**src/rtl/game_pkg.sv**
```systemverilog
// Shared constants and helpers for the space shooter input front end.
// Covers the grid geometry, the spawn LFSR and the spawn column wrap.
package game_pkg;

    localparam int GRID_W = 20;
    localparam int GRID_H = 15;
    localparam int X_W    = 5;
    localparam int Y_W    = 4;

    localparam logic [7:0] LFSR_SEED = 8'hA5;
    // Feedback taps at bits 7, 5, 4 and 3.
    localparam logic [7:0] LFSR_TAPS = 8'hB8;

    typedef struct packed {
        logic level;
        logic press;
    } btn_t;

    function automatic logic [7:0] lfsr_next(input logic [7:0] v);
        return {v[6:0], ^(v & LFSR_TAPS)};
    endfunction

    function automatic logic [X_W-1:0] wrap_x(input logic [X_W-1:0] v);
        if (v < X_W'(GRID_W)) begin
            return v;
        end else begin
            return v - X_W'(GRID_W);
        end
    endfunction

endpackage

```
**src/rtl/btn_debounce.sv**
```systemverilog
// One button: 2-flop synchronizer, mismatch-count debouncer and a registered
// rising-edge press strobe that lines up with the debounced level.
module btn_debounce
    import game_pkg::*;
#(
    parameter int DEBOUNCE_CYCLES = 4
) (
    input  logic clk,
    input  logic rst,
    input  logic raw,
    output logic level,
    output logic press
);

    localparam int CNT_W = (DEBOUNCE_CYCLES > 1) ? $clog2(DEBOUNCE_CYCLES) : 1;

    logic             r_sync1;
    logic             r_sync2;
    logic             r_state;
    logic             r_level;
    logic             r_press;
    logic [CNT_W-1:0] r_cnt;

    // The accepted state flips on the DEBOUNCE_CYCLES-th consecutive mismatch.
    always_ff @(posedge clk) begin
        if (rst) begin
            r_sync1 <= 1'b0;
            r_sync2 <= 1'b0;
            r_state <= 1'b0;
            r_level <= 1'b0;
            r_press <= 1'b0;
            r_cnt   <= '0;
        end else begin
            r_sync1 <= raw;
            r_sync2 <= r_sync1;
            if (r_sync2 != r_state) begin
                if (r_cnt == CNT_W'(DEBOUNCE_CYCLES - 1)) begin
                    r_state <= r_sync2;
                    r_cnt   <= '0;
                end else begin
                    r_cnt <= r_cnt + CNT_W'(1);
                end
            end else begin
                r_cnt <= '0;
            end
            r_level <= r_state;
            r_press <= r_state & ~r_level;
        end
    end

    assign level = r_level;
    assign press = r_press;

endmodule

```
**src/rtl/game_input_ctrl.sv**
```systemverilog
// Player input front end: movement pulses with auto-repeat and left/right
// cancel, fire with cooldown, and a periodic pseudo-random enemy spawner.
module game_input_ctrl
    import game_pkg::*;
#(
    parameter int DEBOUNCE_CYCLES = 4,
    parameter int REPEAT_DELAY    = 16,
    parameter int REPEAT_RATE     = 4,
    parameter int FIRE_COOLDOWN   = 8,
    parameter int SPAWN_PERIOD    = 64,
    parameter int SPAWN_Y         = 4
) (
    input  logic           clk,
    input  logic           rst,
    input  logic           btn_left,
    input  logic           btn_right,
    input  logic           btn_fire,
    input  logic           spawn_en,
    output logic           left,
    output logic           right,
    output logic           shoot,
    output logic           enemy_spawn,
    output logic [X_W-1:0] enemy_init_x,
    output logic [Y_W-1:0] enemy_init_y
);

    localparam int REP_MAX = (REPEAT_DELAY > REPEAT_RATE) ? REPEAT_DELAY : REPEAT_RATE;
    localparam int REP_W   = (REP_MAX > 1) ? $clog2(REP_MAX) : 1;
    localparam int CD_W    = (FIRE_COOLDOWN > 1) ? $clog2(FIRE_COOLDOWN) : 1;
    localparam int SP_W    = (SPAWN_PERIOD > 1) ? $clog2(SPAWN_PERIOD) : 1;

    btn_t w_left;
    btn_t w_right;
    btn_t w_fire;

    btn_debounce #(.DEBOUNCE_CYCLES(DEBOUNCE_CYCLES)) u_deb_left (
        .clk(clk), .rst(rst), .raw(btn_left), .level(w_left.level), .press(w_left.press)
    );
    btn_debounce #(.DEBOUNCE_CYCLES(DEBOUNCE_CYCLES)) u_deb_right (
        .clk(clk), .rst(rst), .raw(btn_right), .level(w_right.level), .press(w_right.press)
    );
    btn_debounce #(.DEBOUNCE_CYCLES(DEBOUNCE_CYCLES)) u_deb_fire (
        .clk(clk), .rst(rst), .raw(btn_fire), .level(w_fire.level), .press(w_fire.press)
    );

    logic             r_left;
    logic             r_right;
    logic             r_both;
    logic             r_rate_l;
    logic             r_rate_r;
    logic [REP_W-1:0] r_rep_l;
    logic [REP_W-1:0] r_rep_r;
    logic             r_shoot;
    logic [CD_W-1:0]  r_cool;
    logic [7:0]       r_lfsr;
    logic [SP_W-1:0]  r_timer;
    logic             r_spawn;
    logic [X_W-1:0]   r_x;
    logic [Y_W-1:0]   r_y;

    logic w_ok_l;
    logic w_ok_r;
    logic w_fresh_l;
    logic w_fresh_r;
    logic w_hit_l;
    logic w_hit_r;

    // Leaving the both-held state counts as a new press for the survivor.
    assign w_ok_l    = w_left.level & ~w_right.level;
    assign w_ok_r    = w_right.level & ~w_left.level;
    assign w_fresh_l = w_left.press | r_both;
    assign w_fresh_r = w_right.press | r_both;
    assign w_hit_l   = r_rate_l ? (r_rep_l == REP_W'(REPEAT_RATE - 1))
                                : (r_rep_l == REP_W'(REPEAT_DELAY - 1));
    assign w_hit_r   = r_rate_r ? (r_rep_r == REP_W'(REPEAT_RATE - 1))
                                : (r_rep_r == REP_W'(REPEAT_DELAY - 1));

    // Movement pulses: first pulse on press, then REPEAT_DELAY, then every REPEAT_RATE.
    always_ff @(posedge clk) begin
        if (rst) begin
            r_left   <= 1'b0;
            r_right  <= 1'b0;
            r_both   <= 1'b0;
            r_rate_l <= 1'b0;
            r_rate_r <= 1'b0;
            r_rep_l  <= '0;
            r_rep_r  <= '0;
        end else begin
            r_both <= w_left.level & w_right.level;

            if (!w_ok_l) begin
                r_left   <= 1'b0;
                r_rep_l  <= '0;
                r_rate_l <= 1'b0;
            end else if (w_fresh_l || w_hit_l) begin
                r_left   <= 1'b1;
                r_rep_l  <= '0;
                r_rate_l <= ~w_fresh_l;
            end else begin
                r_left  <= 1'b0;
                r_rep_l <= r_rep_l + REP_W'(1);
            end

            if (!w_ok_r) begin
                r_right  <= 1'b0;
                r_rep_r  <= '0;
                r_rate_r <= 1'b0;
            end else if (w_fresh_r || w_hit_r) begin
                r_right  <= 1'b1;
                r_rep_r  <= '0;
                r_rate_r <= ~w_fresh_r;
            end else begin
                r_right <= 1'b0;
                r_rep_r <= r_rep_r + REP_W'(1);
            end
        end
    end

    // Fire: presses arriving while the cooldown runs are dropped.
    always_ff @(posedge clk) begin
        if (rst) begin
            r_shoot <= 1'b0;
            r_cool  <= '0;
        end else if (w_fire.press && (r_cool == '0)) begin
            r_shoot <= 1'b1;
            r_cool  <= CD_W'(FIRE_COOLDOWN - 1);
        end else begin
            r_shoot <= 1'b0;
            if (r_cool != '0) begin
                r_cool <= r_cool - CD_W'(1);
            end else begin
                r_cool <= '0;
            end
        end
    end

    // Spawn timer; the column comes from the LFSR value of the terminal-count cycle.
    always_ff @(posedge clk) begin
        if (rst) begin
            r_lfsr  <= LFSR_SEED;
            r_timer <= '0;
            r_spawn <= 1'b0;
            r_x     <= '0;
            r_y     <= '0;
        end else begin
            r_lfsr <= lfsr_next(r_lfsr);
            if (!spawn_en) begin
                r_timer <= '0;
                r_spawn <= 1'b0;
            end else if (r_timer == SP_W'(SPAWN_PERIOD - 1)) begin
                r_timer <= '0;
                r_spawn <= 1'b1;
                r_x     <= wrap_x(r_lfsr[X_W-1:0]);
                r_y     <= Y_W'(SPAWN_Y);
            end else begin
                r_timer <= r_timer + SP_W'(1);
                r_spawn <= 1'b0;
            end
        end
    end

    assign left         = r_left;
    assign right        = r_right;
    assign shoot        = r_shoot;
    assign enemy_spawn  = r_spawn;
    assign enemy_init_x = r_x;
    assign enemy_init_y = r_y;

endmodule
```
**config.mk**
```make
export PLATFORM = sky130hd
export DESIGN_NAME = game_input_ctrl
export DESIGN_NICKNAME = d
export VERILOG_FILES = /design/src/rtl/game_pkg.sv /design/src/rtl/btn_debounce.sv /design/src/rtl/game_input_ctrl.sv
export SDC_FILE = /design/constraint.sdc
export NUM_CORES = 1
export LEC_CHECK = 0
export CAP_MARGIN = 40
export CORE_MARGIN = 1.5
export CORE_UTILIZATION = 45
export DETAILED_ROUTE_END_ITERATION = 8
export GPL_TIMING_DRIVEN = 0
export PLACE_DENSITY = 0.71
export SKIP_CTS_REPAIR_TIMING = 1
export SLEW_MARGIN = 15
export SYNTH_ARGS = -nofsm -noshare
export SYNTH_HDL_FRONTEND = slang
export SYNTH_SLANG_ARGS = --single-unit
export TNS_END_PERCENT = 100
```
**constraint.sdc**
```tcl
create_clock -name clk -period 2.54 [get_ports clk]
set_input_delay 0.508 -clock clk [delete_from_list [all_inputs] [get_ports clk]]
set_output_delay 0.508 -clock clk [all_outputs]
set_load 0.02 [all_outputs]
```
* After elaboration in Yosys (flattened, before gate mapping)
Index checks and enable logic that the tools add are counted.
Operators by class: equal/unequal tests 11, order comparisons 1, $mul 0, divide/modulo/power cells 0, bitwise operators 19, multiplexer cells 9, reductions and logical operators 19, shift operators 0, add/subtract/negate cells 8
Operators with widths (number):
- OR reduction 3 bit | 6
- inverter 1 bit | 11
- adder 4 x 1 -> 4 bit (second input constant) | 2
- equality test 4 x 2 -> 1 bit (second input constant) | 2
- equality test 4 bit (second input constant) | 2
- AND reduction 2 bit | 4
- parity 8 bit | 1
- adder 2 x 1 -> 2 bit (second input constant) | 3
- adder 6 x 1 -> 6 bit (second input constant) | 1
- AND 1 bit | 6
- equality test 2 bit (second input constant) | 3
- equality test 6 bit (second input constant) | 1
- 2-to-1 mux 1 bit | 6
- 2-to-1 mux 3 bit | 2
- OR reduction 2 bit | 3
- < comparator 5 bit (second input constant) | 1
- 2-to-1 mux 5 bit | 1
- subtractor 5 bit (second input constant) | 1
- zero test 3 bit | 1
- inequality test 1 bit | 3
- nonzero test 3 bit | 1
- subtractor 3 x 1 -> 3 bit (second input constant) | 1
- logical OR 1 bit | 2
- bitwise OR 1 bit | 2
- logical AND 1 bit | 1
Word-level totals: bits in writable memories 0, output and inout port bits 13, ROM bits 0, word-level logic and storage cells 99, input port bits 6, bits in registers 59, memories kept 0, latch bits 0

* Logic depth before layout (Yosys ltp)
word-level depth 4, mapped depth 5, mapped depth without buffers 5

* Modules after synthesis
From an unflattened synthesis, not the netlist that was laid out.
Second synthesis, totals: cell total of the unflattened synthesis 202, area, all modules 2163.3 µm²
Modules (own cells, without submodules):
- game_input_ctrl | sequential area each 760.7 µm², cells an instance 151, times used 1, area an instance 1491.4 µm²
- btn_debounce | sequential area each 140.1 µm², cells an instance 17, times used 3, area an instance 224.0 µm²

* Worst setup path after synthesis
OpenSTA, ideal clock, no wires.
kind input -> register, start point input rst, end point register r_y[2], in the netlist enemy_init_y[2], buffers on the path 3, library setup time 0.117 ns, stages 4, data required time 2.423 ns, path slack 1.222 ns, arrival 1.201 ns, cell sequence buf_2 > buf_1 > buf_2 > nor2_1
RTL lines:
- start, declared | line game_input_ctrl.sv:14 | input logic rst,
- end signal, assigned | line game_input_ctrl.sv:154 | r_y <= Y_W'(SPAWN_Y);
- end, declared | line game_input_ctrl.sv:59 | logic [Y_W-1:0] r_y;
No word-level cell between the ends.

* Final worst setup path
start point register r_x[0], in the netlist enemy_init_x[0], end point output enemy_init_x[0]
RTL lines:
- start, declared | line game_input_ctrl.sv:58 | logic [X_W-1:0] r_x;
- start signal, assigned | line game_input_ctrl.sv:153 | r_x <= wrap_x(r_lfsr[X_W-1:0]);
- end, declared | line game_input_ctrl.sv:23 | output logic [X_W-1:0] enemy_init_x,
No word-level cell between the ends.

==> impl_metrics.tcl <==
set metrics [dict create \
    status "completed" \
    peakVddDrop_mv 0.401 \
    fin_tns_setup_ps 0 \
    cts_tree "yes" \
    synthTopCellsByArea "dfxtp_1 (55%), ha_1 (5.3%), nor2_1 (4.6%)" \
    grt_first_pass_wirelength_um 6020 \
    die_h_um 71.8 \
    n_antenna_cell 0 \
    slew_violations 0 \
    drt_iter0_drc 51 \
    synth-seq-cells 59 \
    pin_count 19 \
    critPathSlowestCell "clkdlybuf4s50_1" \
    die_x_um 71.8 \
    finalClockSkew_ps 3.37 \
    num-fill-cells 412 \
    track_usage_pct 15.2 \
    clkSlewWorstSetupHoldPaths_ps 60 \
    cts.htree.levels 3 \
    maxCapViolations 0 \
    synth_top_area_share_pct 55.4 \
    synth_top_cell_by_area "dfxtp_1" \
    cts_made_buffers 9 \
    r2r_end "enemy_init_x[3]" \
    synthFlopType "dfxtp_1" \
    power_density_mw_per_mm2 732 \
    coreArea_sq_mm 0.00444 \
    via_count 1447 \
    required_ps 2030 \
    r2r_start "r_timer[0]" \
    yosysMostFrequentCell "dfxtp_1" \
    fmax_mhz 554 \
    clock-root-buffer "clkbuf_8" \
    antenna_found_initial 0 \
    path_cells "clkdlybuf4s50_1" \
    max_stage_delay_ps 620 \
    hold_path.class "register to register" \
    min-delay-start "u_deb_fire.level" \
    dr_wl_met2_um 1550 \
    routedWlPerCell_um 11.5 \
    wl_met3_um 155 \
    synthArstFlopShare_pct 0 \
    critPathTopFamily "buffers and inverters" \
    grt_overflow 0 \
    seq_area_frac_synth_pct 55.4 \
    drc 0 \
    wl_met1_um 1590 \
    rows 24 \
    cp.arrival_ps 1300 \
    ff2ff_path_depth 4 \
    cts_num_sinks 59 \
    setup_viol_count_final 0 \
    ys_warn_count 0 \
    synth_edf_count 0 \
    cp_num_buf_inv 1 \
    ys_types 36 \
    cp-start-kind "register" \
    synth_common_cells "dfxtp_1 (59), nor2_1 (26), nor2b_1 (14), a21oi_1 (10), nand3_1 (10)" \
    hold_violations 0 \
    syn_area_sq_mm 0.00213 \
    dr.pass1.iters 4 \
    routed.top_layer "met4" \
    dpl.hpwl_um 2320 \
    grt_pass1_vias 1408 \
    die-area_sq_mm 0.00516 \
    min_to "u_deb_fire.press" \
    start_util_pct 48.0 \
    postRouteAntennaNets 0 \
    clk_latency_ps 320 \
    gp_congestion 0.727 \
    grt_max_degree 11 \
    path_class "register to output pin" \
    fin_crit_ps 1810 \
    synth_cells 210 \
    r2r_setup_slack_ps 1070 \
    total_leakage_power_uw 0.000976 \
    crit_path_max_fanout 2 \
    hold_depth 1 \
    holdWs_ps 389 \
    finalWirelength_um 3380 \
    clockBufferDepth 2 \
    syn_avg_cell_area_sq_um 10.2 \
    syn2layout_area_growth_pct 17.2 \
    vias_per_cell 4.92 \
    layout-drive-gt1-share_pct 9.92 \
    seqCellArea_sq_mm 0.00118 \
    io_buffers 14 \
    finalNetCount 252 \
    rsz0062_at_grt "no" \
    multi_input_area_sq_um 883 \
    post-route-period-util_pct 71.1 \
    crit_path_end_kind "output pin" \
]
==> stage by stage <==
step	worst slack, ps	std cells	util, %	power [uW]	instance area (sq um)
floorplan	1220	212	-	1130	2140
global placement	724	278	52.8	1160	2340
detailed placement	716	278	52.8	1170	2340
CTS	717	294	56.2	1850	2500
global route	683	294	56.2	1920	2500
finish	734	294	56.2	1830	2500
==> registers in the layout, indices dropped and copies added, names as in the netlist, 2 cells and up <==
signal             flops
enemy_init_x           5
r_cool                 3
r_lfsr                 8
r_rep_l                4
r_rep_r                4
r_timer                6
u_deb_fire.r_cnt       2
u_deb_left.r_cnt       2
u_deb_right.r_cnt      2
==> where the power goes <==
group / leakage, uW / switching, uW / total (uW) / internal, uW
Sequential: 0.000480 / 21.2 / 988 / 967
Clock: 0.0000812 / 332 / 682 / 350
Combinational: 0.000415 / 83.6 / 160 / 76.0
==> worst max-delay path by stage <==
stage                                from  cells past startpoint              end
after global placement           spawn_en                      4  enemy_init_x[3]
after floorplan                       rst                      4  enemy_init_y[2]
after CTS                 enemy_init_x[0]                      1  enemy_init_x[0]
after global routing      enemy_init_x[0]                      1  enemy_init_x[0]
final                     enemy_init_x[0]                      1  enemy_init_x[0]
after detailed placement         spawn_en                      4  enemy_init_x[3]
==> layout by cell type, fill, tap and decap left out, types with 8 or more instances in the layout <==
master and n:
clkdlybuf4s50_1 14, ha_1 9, clkbuf_8 9, xnor2_1 8, dfxtp_1 59, a21oi_1 10, nor2b_1 14, nor2_1 26
nand3_1 10, inv_1 8, nor3_1 8
==> metal layers <==
layer  GRT usage (%)  vias up
met5               0        -
met2            23.3       24
met1            18.3      656
met4            8.60        0
met3            5.77       11
li1                -      756
==> logic make-up after synthesis <==
group / after synthesis / share of synthesized area [%]
compound gates: 28 / 8.92
buf+inv: 16 / 3.52
other cells: 1 / 0.176
xor+xnor: 13 / 5.34
flops: 59 / 55.4
mux: 3 / 1.41
fa+ha+maj: 9 / 5.28
simple gates: 81 / 20.0
==> layout make-up <==
| type | count | share of cell area [%] |
|---|---|---|
| Multi-Input combinational cell | 137 | 35.4 |
| Sequential cell | 59 | 47.3 |
| Clock inverter | 3 | 0.601 |
| Inverter | 8 | 1.20 |
| Buffer | 8 | 1.80 |
| Clock buffer | 13 | 5.56 |
| Timing Repair Buffer | 14 | 5.61 |
| Tap cell | 52 | 2.60 |
Note: power is estimated with default switching activity, not from simulation.
